## src/rtl/jpeg_stream_ctrl.sv

```systemverilog
// jpeg_stream_ctrl -- front-end sequencer for the JPEG decode pipeline.
//
// Takes entropy-coded scan bytes over a ready/valid handshake, strips 0xFF00
// stuffing, skips 0xFF fill bytes and reacts to markers. Data bytes are sent
// to the decoder's 1-bit serial input MSB first. Rows returned by the decoder
// are counted into 8-row blocks so the controller knows when a frame has
// fully drained. Done and error are reported to the host FSM.
//
// Optional feature macro: JPEG_RST_MARKER_EN
//   defined   : RSTn markers (0xD0-0xD7) pulse resync_out and decoding goes on.
//               A marker whose n differs from the expected one sets error_out.
//   undefined : RSTn is an unknown marker (error, DONE). resync_out is 0.
//
// Ports:
//   clk_in            system clock
//   rst_in            synchronous active-high reset
//   start_in          begin a frame (acted on only in IDLE or DONE)
//   byte_in           scan data byte
//   byte_valid_in     byte_in valid
//   byte_ready_out    controller can accept a byte (registered)
//   serial_out        bit to decoder serial_in
//   serial_valid_out  serial_out valid
//   row_valid_in      decoder row strobe (one row per pulse)
//   block_count_out   blocks returned this frame (saturating)
//   busy_out          state is neither IDLE nor DONE
//   done_out          high while in DONE
//   error_out         sticky error flag, cleared by start
//   resync_out        one-cycle pulse per RSTn marker (feature only)

module jpeg_stream_ctrl #(
    parameter int BLOCKS_PER_FRAME = 1200,
    parameter int DRAIN_TIMEOUT    = 65535,
    parameter int CW               = 16
) (
    input  logic          clk_in,
    input  logic          rst_in,
    input  logic          start_in,
    input  logic [7:0]    byte_in,
    input  logic          byte_valid_in,
    output logic          byte_ready_out,
    output logic          serial_out,
    output logic          serial_valid_out,
    input  logic          row_valid_in,
    output logic [CW-1:0] block_count_out,
    output logic          busy_out,
    output logic          done_out,
    output logic          error_out,
    output logic          resync_out
);

    localparam logic [2:0] S_IDLE   = 3'd0;
    localparam logic [2:0] S_LOAD   = 3'd1;
    localparam logic [2:0] S_MARKER = 3'd2;
    localparam logic [2:0] S_SHIFT  = 3'd3;
    localparam logic [2:0] S_DRAIN  = 3'd4;
    localparam logic [2:0] S_DONE   = 3'd5;

    localparam logic [CW-1:0] BPF_C    = CW'(BLOCKS_PER_FRAME);
    localparam logic [CW-1:0] TMO_LAST = CW'(DRAIN_TIMEOUT - 1);
    localparam logic [CW-1:0] CNT_ONE  = CW'(1);

    logic [2:0]    state, state_nxt;
    logic [7:0]    shreg;
    logic [2:0]    bit_cnt;
    logic [2:0]    row_cnt;
    logic [CW-1:0] block_cnt;
    logic [CW-1:0] tmo_cnt;
    logic          error_q;
    logic          ready_q;

    logic          xfer;
    logic          load_sh;
    logic [7:0]    sh_val;
    logic          set_err;
    logic          clr;

`ifdef JPEG_RST_MARKER_EN
    logic          rst_mk;
    logic          resync_q;
    logic [2:0]    exp_n;
`endif

    assign xfer = byte_valid_in && ready_q;

    always_comb begin
        state_nxt = state;
        load_sh   = 1'b0;
        sh_val    = byte_in;
        set_err   = 1'b0;
        clr       = 1'b0;
`ifdef JPEG_RST_MARKER_EN
        rst_mk    = 1'b0;
`endif
        case (state)
            S_IDLE, S_DONE: begin
                if (start_in) begin
                    clr       = 1'b1;
                    state_nxt = S_LOAD;
                end
            end
            S_LOAD: begin
                if (xfer) begin
                    if (byte_in == 8'hFF) begin
                        state_nxt = S_MARKER;
                    end else begin
                        load_sh   = 1'b1;
                        state_nxt = S_SHIFT;
                    end
                end
            end
            S_MARKER: begin
                if (xfer) begin
                    case (byte_in) inside
                        8'h00: begin
                            // stuffed data byte: the 0xFF itself is the data
                            load_sh   = 1'b1;
                            sh_val    = 8'hFF;
                            state_nxt = S_SHIFT;
                        end
                        8'hFF: state_nxt = S_MARKER;   // fill byte
                        8'hD9: state_nxt = S_DRAIN;    // EOI
`ifdef JPEG_RST_MARKER_EN
                        [8'hD0:8'hD7]: begin
                            rst_mk    = 1'b1;
                            set_err   = (byte_in[2:0] != exp_n);
                            state_nxt = S_LOAD;
                        end
`endif
                        default: begin
                            set_err   = 1'b1;
                            state_nxt = S_DONE;
                        end
                    endcase
                end
            end
            S_SHIFT: begin
                if (bit_cnt == 3'd7)
                    state_nxt = S_LOAD;
            end
            S_DRAIN: begin
                // block count wins over a simultaneous timeout
                if (block_cnt == BPF_C) begin
                    state_nxt = S_DONE;
                end else if (tmo_cnt == TMO_LAST) begin
                    set_err   = 1'b1;
                    state_nxt = S_DONE;
                end
            end
            default: state_nxt = S_IDLE;
        endcase
    end

    always_ff @(posedge clk_in) begin
        if (rst_in) begin
            state     <= S_IDLE;
            shreg     <= '0;
            bit_cnt   <= '0;
            row_cnt   <= '0;
            block_cnt <= '0;
            tmo_cnt   <= '0;
            error_q   <= 1'b0;
            ready_q   <= 1'b0;
`ifdef JPEG_RST_MARKER_EN
            resync_q  <= 1'b0;
            exp_n     <= '0;
`endif
        end else begin
            state   <= state_nxt;
            ready_q <= (state_nxt == S_LOAD) || (state_nxt == S_MARKER);

            if (load_sh) begin
                shreg   <= sh_val;
                bit_cnt <= '0;
            end else if (state == S_SHIFT) begin
                shreg   <= {shreg[6:0], 1'b0};
                bit_cnt <= bit_cnt + 3'd1;
            end

            if (state == S_DRAIN)
                tmo_cnt <= tmo_cnt + CNT_ONE;
            else
                tmo_cnt <= '0;

`ifdef JPEG_RST_MARKER_EN
            resync_q <= rst_mk;
`endif

            // A row arriving with the clearing start is dropped.
            if (clr) begin
                row_cnt   <= '0;
                block_cnt <= '0;
                error_q   <= 1'b0;
`ifdef JPEG_RST_MARKER_EN
                exp_n     <= '0;
`endif
            end else begin
                if (set_err)
                    error_q <= 1'b1;
`ifdef JPEG_RST_MARKER_EN
                if (rst_mk)
                    exp_n <= exp_n + 3'd1;
`endif
                // Counting runs during SHIFT too: the pipeline overlaps
                // input and output.
                if (state != S_IDLE && row_valid_in) begin
                    row_cnt <= row_cnt + 3'd1;
                    if (row_cnt == 3'd7 && block_cnt != '1)
                        block_cnt <= block_cnt + CNT_ONE;
                end
            end
        end
    end

    assign byte_ready_out   = ready_q;
    assign serial_valid_out = (state == S_SHIFT);
    assign serial_out       = (state == S_SHIFT) && shreg[7];
    assign block_count_out  = block_cnt;
    assign busy_out         = (state != S_IDLE) && (state != S_DONE);
    assign done_out         = (state == S_DONE);
    assign error_out        = error_q;
`ifdef JPEG_RST_MARKER_EN
    assign resync_out       = resync_q;
`else
    assign resync_out       = 1'b0;
`endif

endmodule

```

## config.mk

```make
export PLATFORM = sky130hd
export DESIGN_NAME = jpeg_stream_ctrl
export DESIGN_NICKNAME = d
export VERILOG_FILES = /design/src/rtl/jpeg_stream_ctrl.sv
export SDC_FILE = /design/constraint.sdc
export NUM_CORES = 1
export LEC_CHECK = 0
export CORE_MARGIN = 5
export CORE_UTILIZATION = 60
export CTS_BUF_LIST = sky130_fd_sc_hd__clkbuf_4 sky130_fd_sc_hd__clkbuf_8
export CTS_CLUSTER_DIAMETER = 150
export DETAILED_ROUTE_END_ITERATION = 8
export GPL_TIMING_DRIVEN = 0
export PLACE_DENSITY = 0.87
export SYNTH_ARGS = -nofsm -noshare
export SYNTH_HDL_FRONTEND = slang
export SYNTH_SLANG_ARGS = --single-unit
```

## constraint.sdc

```tcl
create_clock -name clk_in -period 5.66 [get_ports clk_in]
set_input_delay 1.698 -clock clk_in [delete_from_list [all_inputs] [get_ports clk_in]]
set_output_delay 1.698 -clock clk_in [all_outputs]
set_load 0.02 [all_outputs]
```

# Word-level counts from Yosys, hierarchy flattened
# Index checks and enable logic that the tools add are counted.
# classes
add_sub_neg	4
eq_ne	15
mux	30
reduce_logical	15
bitwise	1
# ops
cell	n
2-to-1 mux 8 bit	5
adder 16 x 1 -> 16 bit, second input constant	2
2-to-1 mux 3 bit	8
== test 16 x 11 -> 1 bit, second input constant	1
== test 16 bit, second input constant	1
== test 8 bit, second input constant	2
!= test 16 bit, second input constant	1
case mux 3 bit (5 select lines)	1
2-to-1 mux 1 bit	14
== test 3 bit, second input constant	4
== test 3 x 2 -> 1 bit, second input constant	3
logical NOT 8 bit	1
OR reduction 2 bit	4
adder 3 x 1 -> 3 bit, second input constant	2
== test 3 x 1 -> 1 bit, second input constant	2
logical AND 1 bit	5
case mux 1 bit (2 select lines)	2
logical NOT 3 bit	1
!= test 3 bit, second input constant	1
nonzero test 3 bit	1
AND reduction 2 bit	1
nonzero test 2 bit	1
logical OR 1 bit	1
NOT 1 bit	1
# totals
word_cells	73
in_bits	13
ff_bits	51
output_inout_bits	23

# Logic depth before layout (Yosys ltp)
# depth
ltp_word	8
mapped_depth	8
ltp_nobuf	8

# Worst setup path before layout
# No wires, ideal clock.
# synth_timing
path_kind	input-to-reg
startpoint	input byte_in[3]
endpoint	register shreg[0]
cell_stages	8
setup_time_ns	0.134
required_time_ns	5.526
path_slack_ns	2.267
path_buffers	2
arrival_time_ns	3.259
cell_sequence	or4_4 -> nor3_2 -> a22oi_1 -> or3_1 -> buf_6 -> buf_6 -> nor3_1 -> a211oi_1
# synth_via
elab_chain_len	5
word_cells_on_any_way	12
cone_classes	1 x eq/ne; 9 x mux; 2 x reduce/logical
# synth_rtl
item	line_no	text
start, declared	38	input logic [7:0] byte_in,
== test 8 bit / logical NOT 8 bit (equally long branches)	-	
2-to-1 mux 1 bit (tied with other cells)	103	if (byte_in == 8'hFF) begin
2-to-1 mux 1 bit (tied with other cells)	102	if (xfer) begin
case mux 1 bit (2 select lines) / 2-to-1 mux 8 bit (equally long branches)	94	case (state)
2-to-1 mux 8 bit / nonzero test 2 bit (equally long branches)	-	
end signal, assigned	172	shreg <= sh_val;
end signal, assigned	175	shreg <= {shreg[6:0], 1'b0};
end, declared	63	logic [7:0] shreg;
# Several ways; a longest one is shown, not always the timed one.
# A chain may end at the register's enable or synchronous reset.

# Worst setup path in the final report
# layout_timing
startpoint	register state[0]
endpoint	output serial_out
# layout_via
elab_chain_len	2
# layout_rtl
item	line_no	text
start, declared	62	logic [2:0] state, state_nxt;
start signal, assigned	168	state <= state_nxt;
== test 3 x 2 -> 1 bit	216	assign serial_out = (state == S_SHIFT) && shreg[7];
logical AND 1 bit	216	
end, declared	41	output logic serial_out,
# No other way between the ends.

==> results.tsv <==
metric	value	unit
hold_depth	2	
vias	2310	
crit_path_end_kind	primary output	
clock-skew-final	0.008027	ns
p_int	477.9	µW
post-cts-setup-buffers	0	
worstPathArrival	2.68	ns
synth-warning-count	0	
cts.sinks	51	
cts_buffer_depth	2	
r2r_slack	3.36	ns
root_buffer	clkbuf_8	
core	0.004058	mm²
finalHoldViolCount	0	
r2r_end	block_count_out[8]$_SDFFE_PP0P_	
clk_pin_slew	0.09	ns
clockPowerShare	33.9	%
final_common_cell	dfxtp_1	
maxSlewHeadroom	50.61	%
cellLeakagePower	1.050	nW
nets	367	
path_class	flip-flop to primary output	
wl	5.677	mm
timing.final.crit_period	4.377	ns
fin_setup_tns	0	ns
rsz0062_at_grt	false	
max_freq	0.2284	GHz
die_w	75.08	µm
diodes	0	
synth-async-reset-ratio	0	%
syn_to_final_growth	19.50	%
cts_htree_levels	2	
maxCapViolCount	0	
hpwlAfterDp	4.199	mm
route.detailed.drc	0	
hp-start	bit_cnt[2]$_SDFFE_PP0P_	
pin_count	36	
clock_latency	0.31	ns
ys_types	50	
start_util	62.63	%
avgSynthCellArea	8.332	µm²
timing.rr.start	state[2]$_SDFF_PP0_	
drt_iter0_drc	144	
antenna_found_initial	0	
synth-edff-count	0	
grt_first_pass_wirelength	9.632	mm
syn_inst	305	
grt_overflow	0	
startpoint_type	flip-flop	
hold_class	flip-flop to flip-flop	
cts_resized	0	
worstMarginPinSlew	0.7365	ns
crit_path_max_fanout	10	
fin_util	74.84	%
ys_seq_area_share	40.18	%
drt-pass1-iter-count	4	
final_cell_mix	dfxtp_1, nor2_1, nand2_1	
numCtsBuffers	5	
sequentialPowerShare	57.3	%
slew_viol_final	0	
die_h	75.08	µm
crit_required	3.96	ns
port_buffers	34	
status	finished clean	
vdd_drop_max	0.1591	mV
synthesis.nets	326	
period_share	77.34	%
rr_worst_depth	7	
cts_tree	done	
setup_viol	0	
switchingPower	161.4	µW
comb_power_share	8.8	%
grt_start_max_net_pins	18	
grt.total_usage	21.94	%
grt_pass1_vias	2162	
p_sw_share	25.25	%
place.gp.congestion	0.8784	
holdBufCountCts	0	
ys_seq_elements	51	
via_per_inst	5.819	
drive_above_1_share	5.476	%
num_rows	23	
hold_end	bit_cnt[2]$_SDFFE_PP0P_	
p_per_area	210.5	mW/mm²
synth_top_flop_cell	dfxtp_1	
syn-cell-area	0.002541	mm²
wl_per_cell	14.30	µm
antenna_left	0	
die_area	0.005637	mm²
==> layout make-up <==
type | count | area, µm²
inverters | 8 | 30.03
clock buffers | 5 | 68.82
repair buffers | 34 | 340.3
multi-input cells | 231 | 1415
well taps | 50 | 62.56
fillers | 308 | 1021
flip-flops and latches | 51 | 1021
plain buffers | 15 | 75.07
clock inverters | 3 | 23.77
==> registers in the layout, indices dropped and copies added (netlist names) <==
name             cells
tmo_cnt             16
block_count_out     16
byte_ready_out       1
state                3
bit_cnt              3
error_out            1
shreg                8
row_cnt              3
==> synthesized netlist by cell type, types with 4 or more instances <==
master	number	area (µm²)
xor2_1	19	166.4
dfxtp_1	51	1021
nor3_1	12	60.06
nand4_1	9	56.30
nand2_1	39	146.4
a21oi_1	9	45.04
ha_1	8	100.1
inv_1	8	30.03
nor2_1	44	165.2
and3_1	7	43.79
a311oi_1	8	70.07
clkbuf_1	11	41.29
nand3_1	13	65.06
xnor2_1	11	96.34
and4_1	5	43.79
or3_1	4	25.02
==> cells by family (layout without fill, tap and decap cells) <==
logic type                 Yosys count  after routing  share of synthesized area, %
AOI/OAI and AO/OA                   34             34                         9.503
other                                1              1                        0.1476
xor gates and xnor gates            30             30                         10.34
DFF                                 51             51                         40.18
muxes                                3              3                         1.231
buffers and inverters               23             65                         4.136
adders and majority gates            8              8                         3.939
and+or+nand+nor                    155            155                         30.53
==> power groups by stage <==
stage          logic (mW)  registers, mW  clock network [mW]
6_report           0.0562          0.366               0.217
3_3_place_gp       0.0535          0.375                   0
4_1_cts            0.0559          0.366               0.223
2_1_floorplan      0.0317          0.375                   0
5_1_grt            0.0614          0.367               0.235
3_5_place_dp       0.0554          0.375                   0
==> stage by stage <==
step / total power [mW] / setup WS [ns] / hold WS, ns / instances / area (µm²)
floorplan: 0.4070 / 2.267 / 0.4400 / 305 / 2541
global placement: 0.4280 / 1.683 / 0.4481 / 389 / 2944
detailed placement: 0.4301 / 1.670 / 0.4562 / 389 / 2944
CTS: 0.6456 / 1.310 / 0.4723 / 397 / 3037
global route: 0.6631 / 1.155 / 0.4920 / 397 / 3037
finish: 0.6393 / 1.283 / 0.4707 / 397 / 3037
==> worst max-delay path by stage <==
stage | start | end | slack, ns | depth (start not counted)
final | state[0]$_SDFF_PP0_ | serial_out | 1.28 | 7
after global routing | state[0]$_SDFF_PP0_ | serial_out | 1.15 | 7
after CTS | state[0]$_SDFF_PP0_ | serial_out | 1.31 | 7
after detailed placement | state[0]$_SDFF_PP0_ | serial_out | 1.67 | 7
after global placement | byte_in[3] | shreg[0]$_SDFFE_PP0P_ | 1.68 | 9
after floorplan | byte_in[3] | shreg[0]$_SDFFE_PP0P_ | 2.27 | 8
==> worst max-delay path, stage by stage (launching register included) <==
cell and delay [ns]:
dfxtp_1 0.32, clkbuf_1 0.31, nand2_1 0.14, or2_2 0.31
inv_1 0.10, clkbuf_1 0.39, and2_1 0.20, clkdlybuf4s50_1 0.60
==> per-layer routing <==
metal	vias up	GRT usage (%)	wire length (µm)
li1	1139	-	-
met1	1083	28.43	2594
met2	76	35.30	2703
met4	0	9.881	92
met3	12	4.272	287
met5	-	0	0
Power figures use the tool's default switching activity.
